[config.mk]
export PLATFORM = sky130hd
export DESIGN_NAME = fnd_source_scheduler_flat
export DESIGN_NICKNAME = d
export VERILOG_FILES = /design/src/rtl/fnd_source_scheduler_if.sv /design/src/rtl/fnd_source_scheduler.sv /design/src/flat_wrapper.sv
export SDC_FILE = /design/constraint.sdc
export NUM_CORES = 1
export LEC_CHECK = 0
export BUFFER_PORTS_ARGS = -buffer_cell sky130_fd_sc_hd__buf_2
export CORE_MARGIN = 3
export CORE_UTILIZATION = 25
export CTS_BUF_LIST = sky130_fd_sc_hd__clkbuf_8
export DETAILED_ROUTE_END_ITERATION = 8
export RECOVER_POWER = 100
export REMOVE_ABC_BUFFERS = 1
export SETUP_SLACK_MARGIN = 0.2
export SLEW_MARGIN = 40
export SYNTH_ARGS = -nofsm -noshare
export SYNTH_HDL_FRONTEND = slang
export SYNTH_SLANG_ARGS = --single-unit
[constraint.sdc]
create_clock -name clk -period 3.32 [get_ports clk]
set_clock_uncertainty 0.05 [all_clocks]
set_input_delay 0.332 -clock clk [delete_from_list [all_inputs] [get_ports clk]]
set_output_delay 0.332 -clock clk [all_outputs]
set_load 0.1 [all_outputs]
[src/rtl/fnd_source_scheduler_if.sv]
// ============================================================================
// Module   : fnd_source_scheduler_if
// Brief    : Source-side and FND-side signal bundle of the source scheduler.
// Revision : 1.0 - initial release
// ============================================================================
`default_nettype none
`timescale 1ns/1ps

interface fnd_source_scheduler_if;
    logic [3:0]  i_src_valid;
    logic [95:0] i_src_data;
    logic [3:0]  i_src_hm;
    logic [3:0]  i_src_alert;
    logic        i_btn_next;
    logic        i_btn_mode;
    logic [23:0] o_fnd_in_data;
    logic        o_sel_display;
    logic [1:0]  o_src_idx;
    logic        o_mode;
    logic        o_alert_active;
    logic        o_blank;

    modport master (
        output i_src_valid, i_src_data, i_src_hm, i_src_alert, i_btn_next, i_btn_mode,
        input  o_fnd_in_data, o_sel_display, o_src_idx, o_mode, o_alert_active, o_blank
    );

    modport slave (
        input  i_src_valid, i_src_data, i_src_hm, i_src_alert, i_btn_next, i_btn_mode,
        output o_fnd_in_data, o_sel_display, o_src_idx, o_mode, o_alert_active, o_blank
    );
endinterface

`default_nettype wire

[src/rtl/fnd_source_scheduler.sv]
// ============================================================================
// Module   : fnd_source_scheduler
// Brief    : Shares one 4-digit FND path between four sources (auto rotate,
//            manual stepping, alert pre-emption with a fixed hold time).
// Revision : 1.0 - initial release
// ============================================================================
`default_nettype none
`timescale 1ns/1ps

module fnd_source_scheduler #(
    parameter int TICK_DIV = 100_000,
    parameter int DWELL_MS = 2000,
    parameter int ALERT_MS = 3000
) (
    input  wire logic              clk,
    input  wire logic              rst,
    fnd_source_scheduler_if.slave  bus
);

    localparam int c_TICK_W  = (TICK_DIV > 1) ? $clog2(TICK_DIV) : 1;
    localparam int c_DWELL_W = (DWELL_MS > 1) ? $clog2(DWELL_MS) : 1;
    localparam int c_ALERT_W = (ALERT_MS > 1) ? $clog2(ALERT_MS) : 1;

    localparam logic [c_TICK_W-1:0]  c_TICK_LAST  = c_TICK_W'(TICK_DIV - 1);
    localparam logic [c_DWELL_W-1:0] c_DWELL_LAST = c_DWELL_W'(DWELL_MS - 1);
    localparam logic [c_ALERT_W-1:0] c_ALERT_LAST = c_ALERT_W'(ALERT_MS - 1);

    localparam logic [1:0] c_ST_IDLE  = 2'd0;
    localparam logic [1:0] c_ST_SHOW  = 2'd1;
    localparam logic [1:0] c_ST_ALERT = 2'd2;

    logic [1:0]           r_state;
    logic [1:0]           r_cur;
    logic                 r_mode;
    logic [c_DWELL_W-1:0] r_dwell;
    logic [c_ALERT_W-1:0] r_atmr;
    logic [c_TICK_W-1:0]  r_tick_cnt;
    logic [3:0]           r_alert_q;
    logic [23:0]          r_fnd;
    logic                 r_sel;
    logic                 r_blank;
    logic                 r_alert_act;

    logic [1:0]           w_nxt_state;
    logic [1:0]           w_nxt_cur;
    logic                 w_nxt_mode;
    logic [c_DWELL_W-1:0] w_nxt_dwell;
    logic [c_ALERT_W-1:0] w_nxt_atmr;
    logic [23:0]          w_fnd_nxt;
    logic                 w_sel_nxt;

    logic                 w_tick;
    logic [3:0]           w_alert_lvl;
    logic [3:0]           w_rise;
    logic                 w_any_valid;
    logic                 w_cur_valid;
    logic [1:0]           w_nv;
    logic [1:0]           w_low_valid;
    logic [1:0]           w_low_rise;
    logic [23:0]          w_word [4];

    // Round-robin search cur+1..cur+3; falls back to cur when nothing else is valid.
    function automatic logic [1:0] f_next_valid(input logic [1:0] cur, input logic [3:0] v);
        logic [1:0] res;
        res = cur;
        for (int i = 3; i >= 1; i--) begin
            if (v[cur + 2'(i)]) res = cur + 2'(i);
        end
        return res;
    endfunction

    function automatic logic [1:0] f_lowest(input logic [3:0] v);
        logic [1:0] res;
        res = 2'd0;
        for (int i = 3; i >= 0; i--) begin
            if (v[i]) res = 2'(i);
        end
        return res;
    endfunction

    generate
        for (genvar k = 0; k < 4; k++) begin : g_word
            assign w_word[k] = bus.i_src_data[24*k +: 24];
        end
    endgenerate

    assign w_tick      = (r_tick_cnt == c_TICK_LAST);
    assign w_alert_lvl = bus.i_src_alert & bus.i_src_valid;
    assign w_rise      = w_alert_lvl & ~r_alert_q;
    assign w_any_valid = |bus.i_src_valid;
    assign w_cur_valid = bus.i_src_valid[r_cur];
    assign w_nv        = f_next_valid(r_cur, bus.i_src_valid);
    assign w_low_valid = f_lowest(bus.i_src_valid);
    assign w_low_rise  = f_lowest(w_rise);

    // State and output registers
    always_ff @(posedge clk or posedge rst) begin
        if (rst) begin
            r_state     <= c_ST_IDLE;
            r_cur       <= 2'd0;
            r_mode      <= 1'b0;
            r_dwell     <= '0;
            r_atmr      <= '0;
            r_tick_cnt  <= '0;
            r_alert_q   <= 4'd0;
            r_fnd       <= 24'd0;
            r_sel       <= 1'b0;
            r_blank     <= 1'b1;
            r_alert_act <= 1'b0;
        end else begin
            r_state     <= w_nxt_state;
            r_cur       <= w_nxt_cur;
            r_mode      <= w_nxt_mode;
            r_dwell     <= w_nxt_dwell;
            r_atmr      <= w_nxt_atmr;
            r_tick_cnt  <= w_tick ? '0 : r_tick_cnt + 1'b1;
            r_alert_q   <= w_alert_lvl;
            r_fnd       <= w_fnd_nxt;
            r_sel       <= w_sel_nxt;
            r_blank     <= (w_nxt_state == c_ST_IDLE);
            r_alert_act <= (w_nxt_state == c_ST_ALERT);
        end
    end

    // Next-state logic
    always_comb begin
        w_nxt_state = r_state;
        w_nxt_cur   = r_cur;
        w_nxt_mode  = r_mode;
        w_nxt_dwell = r_dwell;
        w_nxt_atmr  = r_atmr;
        case (r_state)
            c_ST_IDLE: begin
                if (|w_rise) begin
                    w_nxt_state = c_ST_ALERT;
                    w_nxt_cur   = w_low_rise;
                    w_nxt_atmr  = '0;
                end else if (w_any_valid) begin
                    w_nxt_state = c_ST_SHOW;
                    w_nxt_cur   = w_low_valid;
                    w_nxt_dwell = '0;
                end
            end
            c_ST_SHOW: begin
                if (|w_rise) begin
                    w_nxt_state = c_ST_ALERT;
                    w_nxt_cur   = w_low_rise;
                    w_nxt_atmr  = '0;
                end else if (!w_cur_valid) begin
                    if (!w_any_valid) begin
                        w_nxt_state = c_ST_IDLE;
                    end else begin
                        w_nxt_cur   = w_nv;
                        w_nxt_dwell = '0;
                    end
                end else begin
                    if (bus.i_btn_mode) begin
                        w_nxt_mode  = ~r_mode;
                        w_nxt_dwell = '0;
                    end
                    if (bus.i_btn_next) begin
                        w_nxt_cur   = w_nv;
                        w_nxt_dwell = '0;
                    end else if (!bus.i_btn_mode && !r_mode && w_tick) begin
                        if (r_dwell == c_DWELL_LAST) begin
                            w_nxt_cur   = w_nv;
                            w_nxt_dwell = '0;
                        end else begin
                            w_nxt_dwell = r_dwell + 1'b1;
                        end
                    end
                end
            end
            c_ST_ALERT: begin
                // Buttons and further rises are deliberately not looked at here.
                if (!w_cur_valid) begin
                    if (!w_any_valid) begin
                        w_nxt_state = c_ST_IDLE;
                    end else begin
                        w_nxt_state = c_ST_SHOW;
                        w_nxt_cur   = w_nv;
                        w_nxt_dwell = '0;
                    end
                end else if (w_tick) begin
                    if (r_atmr == c_ALERT_LAST) begin
                        w_nxt_state = c_ST_SHOW;
                        w_nxt_dwell = '0;
                        w_nxt_atmr  = '0;
                    end else begin
                        w_nxt_atmr = r_atmr + 1'b1;
                    end
                end
            end
            default: begin
                w_nxt_state = c_ST_IDLE;
            end
        endcase
    end

    // Display word blanks as soon as the scheduler is entering or sitting in IDLE.
    always_comb begin
        w_fnd_nxt = 24'd0;
        w_sel_nxt = 1'b0;
        if ((r_state != c_ST_IDLE) && (w_nxt_state != c_ST_IDLE)) begin
            w_fnd_nxt = w_word[r_cur];
            w_sel_nxt = bus.i_src_hm[r_cur];
        end
    end

    assign bus.o_fnd_in_data  = r_fnd;
    assign bus.o_sel_display  = r_sel;
    assign bus.o_src_idx      = r_cur;
    assign bus.o_mode         = r_mode;
    assign bus.o_alert_active = r_alert_act;
    assign bus.o_blank        = r_blank;

endmodule

`default_nettype wire

[src/flat_wrapper.sv]
// flat-port wrapper written by rule: the top's interface ports become plain ports
module fnd_source_scheduler_flat 
#(
    parameter int TICK_DIV = 100_000,
    parameter int DWELL_MS = 2000,
    parameter int ALERT_MS = 3000
)
  (clk, rst, bus_i_src_valid, bus_i_src_data, bus_i_src_hm, bus_i_src_alert, bus_i_btn_next, bus_i_btn_mode, bus_o_fnd_in_data, bus_o_sel_display, bus_o_src_idx, bus_o_mode, bus_o_alert_active, bus_o_blank);
  fnd_source_scheduler_if bus_i ();
  input  wire logic clk;
  input  wire logic rst;
  input wire logic [$bits(bus_i.i_src_valid)-1:0] bus_i_src_valid;
  input wire logic [$bits(bus_i.i_src_data)-1:0] bus_i_src_data;
  input wire logic [$bits(bus_i.i_src_hm)-1:0] bus_i_src_hm;
  input wire logic [$bits(bus_i.i_src_alert)-1:0] bus_i_src_alert;
  input wire logic [$bits(bus_i.i_btn_next)-1:0] bus_i_btn_next;
  input wire logic [$bits(bus_i.i_btn_mode)-1:0] bus_i_btn_mode;
  output wire logic [$bits(bus_i.o_fnd_in_data)-1:0] bus_o_fnd_in_data;
  output wire logic [$bits(bus_i.o_sel_display)-1:0] bus_o_sel_display;
  output wire logic [$bits(bus_i.o_src_idx)-1:0] bus_o_src_idx;
  output wire logic [$bits(bus_i.o_mode)-1:0] bus_o_mode;
  output wire logic [$bits(bus_i.o_alert_active)-1:0] bus_o_alert_active;
  output wire logic [$bits(bus_i.o_blank)-1:0] bus_o_blank;
  assign bus_i.i_src_valid = bus_i_src_valid;
  assign bus_i.i_src_data = bus_i_src_data;
  assign bus_i.i_src_hm = bus_i_src_hm;
  assign bus_i.i_src_alert = bus_i_src_alert;
  assign bus_i.i_btn_next = bus_i_btn_next;
  assign bus_i.i_btn_mode = bus_i_btn_mode;
  assign bus_o_fnd_in_data = bus_i.o_fnd_in_data;
  assign bus_o_sel_display = bus_i.o_sel_display;
  assign bus_o_src_idx = bus_i.o_src_idx;
  assign bus_o_mode = bus_i.o_mode;
  assign bus_o_alert_active = bus_i.o_alert_active;
  assign bus_o_blank = bus_i.o_blank;
  fnd_source_scheduler #(.TICK_DIV(TICK_DIV), .DWELL_MS(DWELL_MS), .ALERT_MS(ALERT_MS)) u_core (.clk(clk), .rst(rst), .bus(bus_i));
endmodule
==> flow_summary.yaml <==
placement:
  dpl.hpwl_um: 8660
  place_inst: 754
  place_congestion: 0.857
  portBuffers: 141
worst_hold_path:
  min_path_type: "in -> reg"
floorplanning:
  rows: 47
  io_pins: 142
  start_util_pct: 25.6
  dieArea_mm2: 0.0187
  die_w_um: 137
  die_y_um: 137
  core_mm2: 0.0166
drt:
  firstDrtPassIters: 4
  ant_nets: 0
  via_per_inst: 4.81
  drt-initial-drc-count: 143
  via_count: 3708
  drc_errors: 0
  wl_per_cell_um: 14.4
  finalWirelength_um: 11100
global_route:
  antenna_found_initial: 1
  grt_max_degree: 37
  overflow: 0
  first_global_vias: 3791
  grt_pass1_wl_um: 18100
  track_usage_pct: 12.1
setup_path:
  crit_type: "reg -> reg"
  slowest_delay_ns: 0.57
  path_delay_family: "simple AND/OR/NAND/NOR gates"
  endpoint: "u_core.r_atmr[3]"
  worst_ep_arrival_time_ns: 3.14
  required_ns: 3.52
  path_depth: 6
  crit_start: "u_core.r_tick_cnt[12]"
  r2r-end: "u_core.r_atmr[3]"
  rr_startpoint: "u_core.r_tick_cnt[12]"
  worstPathCellList: "or4b_1, nor4_4, nand2_1, a221o_1, nand2b_1, o31ai_1"
  critPathLaunchType: "flip-flop"
  crit_buf_inv: 0
  critPathCaptureType: "flip-flop"
  worst_path_max_delay_cell: "or4b_1"
  rr_worst_depth: 6
  r2r_slack_ns: 0.38
  crit_fanout: 16
yosys:
  synth_commonest_cells: "dfrtp_1 (75), nor2_1 (33), and3_1 (31), nand2_1 (31), o21ai_0 (28)"
  synth_cells: 405
  synth_top_cell_area_share_pct: 44.0
  async_reset_ff_share_pct: 100
  muxShareOfSynthArea_pct: 14.5
  synth_area_mm2: 0.00426
  ys.flop_type: "dfrtp_1"
  synth_compound_area_share_pct: 10.2
  synthAdderAreaFrac_pct: 2.05
  ys_ff_latch: 76
  synth_top_family_by_area: "simple AND/OR/NAND/NOR gates"
  yosysSeqAreaShare_pct: 44.6
  ys_warn_count: 0
  synthXorXnorAreaFrac_pct: 3.29
  synth_area_leaders: "dfrtp_1 (44%), mux4_2 (14%), and3_1 (4.5%), o21ai_0 (3.3%), nand3_1 (3.2%)"
  yosysMostFrequentCell: "dfrtp_1"
  synth_simple_gate_area_share_pct: 22.0
  synth_edf_count: 0
  synth_area_leader_cell: "dfrtp_1"
  synth.distinct_cells: 50
  avgSynthCellArea_um2: 10.5
sta:
  whs_ns: 0.164
  finalHoldViolCount: 0
  maxSlewViolCount: 37
  slew_headroom_pct: -13.2
  finalCriticalPeriod_ns: 2.94
  worstMarginPinSlew_ns: 1.69
  fmax_ghz: 0.340
  final.period_utilization_pct: 88.7
  finalSetupViolations: 0
  rsz0062_at_grt: "no"
  setup_tns_ns: 0
clock_network:
  clk_pin_slew_ns: 0.08
  clockRootBuffer: "clkbuf_8"
  ctsResizeCount: 0
  cts_buffer_depth: 2
  numCtsBuffers: 9
  htreeDepth: 3
  cts_setup_buffers: 0
  cts_hold_buf: 0
  cts.sink_count: 76
  clkLatencyLatePin_ns: 0.35
  tritoncts: "yes"
pwr:
  max-vdd-ir-drop_mv: 0.542
  p_per_area_mw_per_mm2: 756
  leakagePower_nw: 2.41
  finalPower_mw: 4.06
finish:
  fin_nets: 664
  fillers: 1733
  final-instance-count-excl-fill: 771
  drive_gt1_share_pct: 29.3
  area_growth_pct: 25.9
  finish.utilization_pct: 32.3
run_status:
  violations: "capacitance limit, slew limit"
  status: "finished, violations left"
flow_run:
  drv_cap: 1
==> how the worst min path moves through the flow <==
stage,slack [ns],start,depth (start not counted),to
2_1_floorplan,0.39,u_core.r_atmr[11],1,u_core.r_atmr[11]
3_3_place_gp,0.41,u_core.r_tick_cnt[0],1,u_core.r_tick_cnt[0]
3_5_place_dp,0.42,u_core.r_atmr[11],1,u_core.r_atmr[11]
4_1_cts,0.1,rst,2,u_core.r_tick_cnt[10]
5_1_grt,0.15,bus_i_src_alert[0],2,u_core.r_alert_q[0]
6_report,0.16,bus_i_src_alert[1],2,u_core.r_alert_q[1]
==> power breakdown <==
part / internal (mW) / total, mW / switching (mW)
Combinational: 0.676 / 2.23 / 1.55
Clock: 0.343 / 0.689 / 0.346
Sequential: 1.07 / 1.15 / 0.0750
Total: 2.09 / 4.06 / 1.97
==> metal layers <==
metal | share of wire, % | vias up | global-route usage, %
met5 | 0 | - | 0
met3 | 7.2 | 17 | 3.42
li1 | - | 1768 | -
met4 | 2.6 | 0 | 5.26
met1 | 40 | 1789 | 14.4
met2 | 50 | 134 | 20.3
==> layout by cell type, fill, tap and decap left out, types with 4 or more instances in the layout <==
cell,count
nor3_1,4
and2_1,8
nand3_1,27
a31oi_1,5
inv_1,15
nand3b_1,5
clkbuf_8,9
clkbuf_1,37
xnor2_1,10
ha_1,7
buf_2,107
o31ai_1,14
o21ai_0,30
nand4_1,7
xor2_1,6
nor2_1,33
mux4_2,26
and3_1,31
nor2b_1,5
nand2b_1,5
nand2_1,31
dfrtp_1,74
buf_4,4
a21oi_1,5
==> per-stage QoR <==
step           setup WS, ns  area [um^2]
6_report              0.377         5370
5_1_grt               0.218         5370
4_1_cts               0.365         5430
3_5_place_dp          0.377         5240
3_3_place_gp          0.532         5240
2_1_floorplan        -0.317         4180
==> sequential cells by signal (all words and copies together), names as in the netlist <==
| name | count |
|---|---|
| u_core.bus.o_mode | 1 |
| u_core.r_alert_q | 4 |
| u_core.bus.o_alert_active | 1 |
| u_core.r_dwell | 11 |
| u_core.bus.o_sel_display | 1 |
| u_core.bus.o_blank | 1 |
| u_core.r_state | 2 |
| u_core.r_tick_cnt | 17 |
| u_core.r_atmr | 12 |
| u_core.bus.o_fnd_in_data | 24 |
| u_core.bus.o_src_idx | 2 |
==> final cells by class <==
type	count	area, um^2	area share [%]
multi-input cells	293	2210	41.2
flip-flops and latches	76	1900	35.5
repair buffers	149	724	13.5
well taps	220	275	5.13
clock buffers	9	124	2.31
clock inverters	7	67.6	1.26
inverters	16	61.3	1.14
diodes	1	2.50	0.0466
==> kinds of logic (layout without fill, tap and decap cells) <==
family                   count (synthesis)  after routing
buffers and inverters                   36            181
AO/OA/AOI/OAI                           68             68
AND/OR/NAND/NOR                        173            173
adder cells (fa/ha/maj)                  7              7
flip-flops                              76             76
XOR/XNOR                                16             16
other                                    0              1
multiplexers                            29             29
No activity file was read; power rests on OpenSTA's default activity.
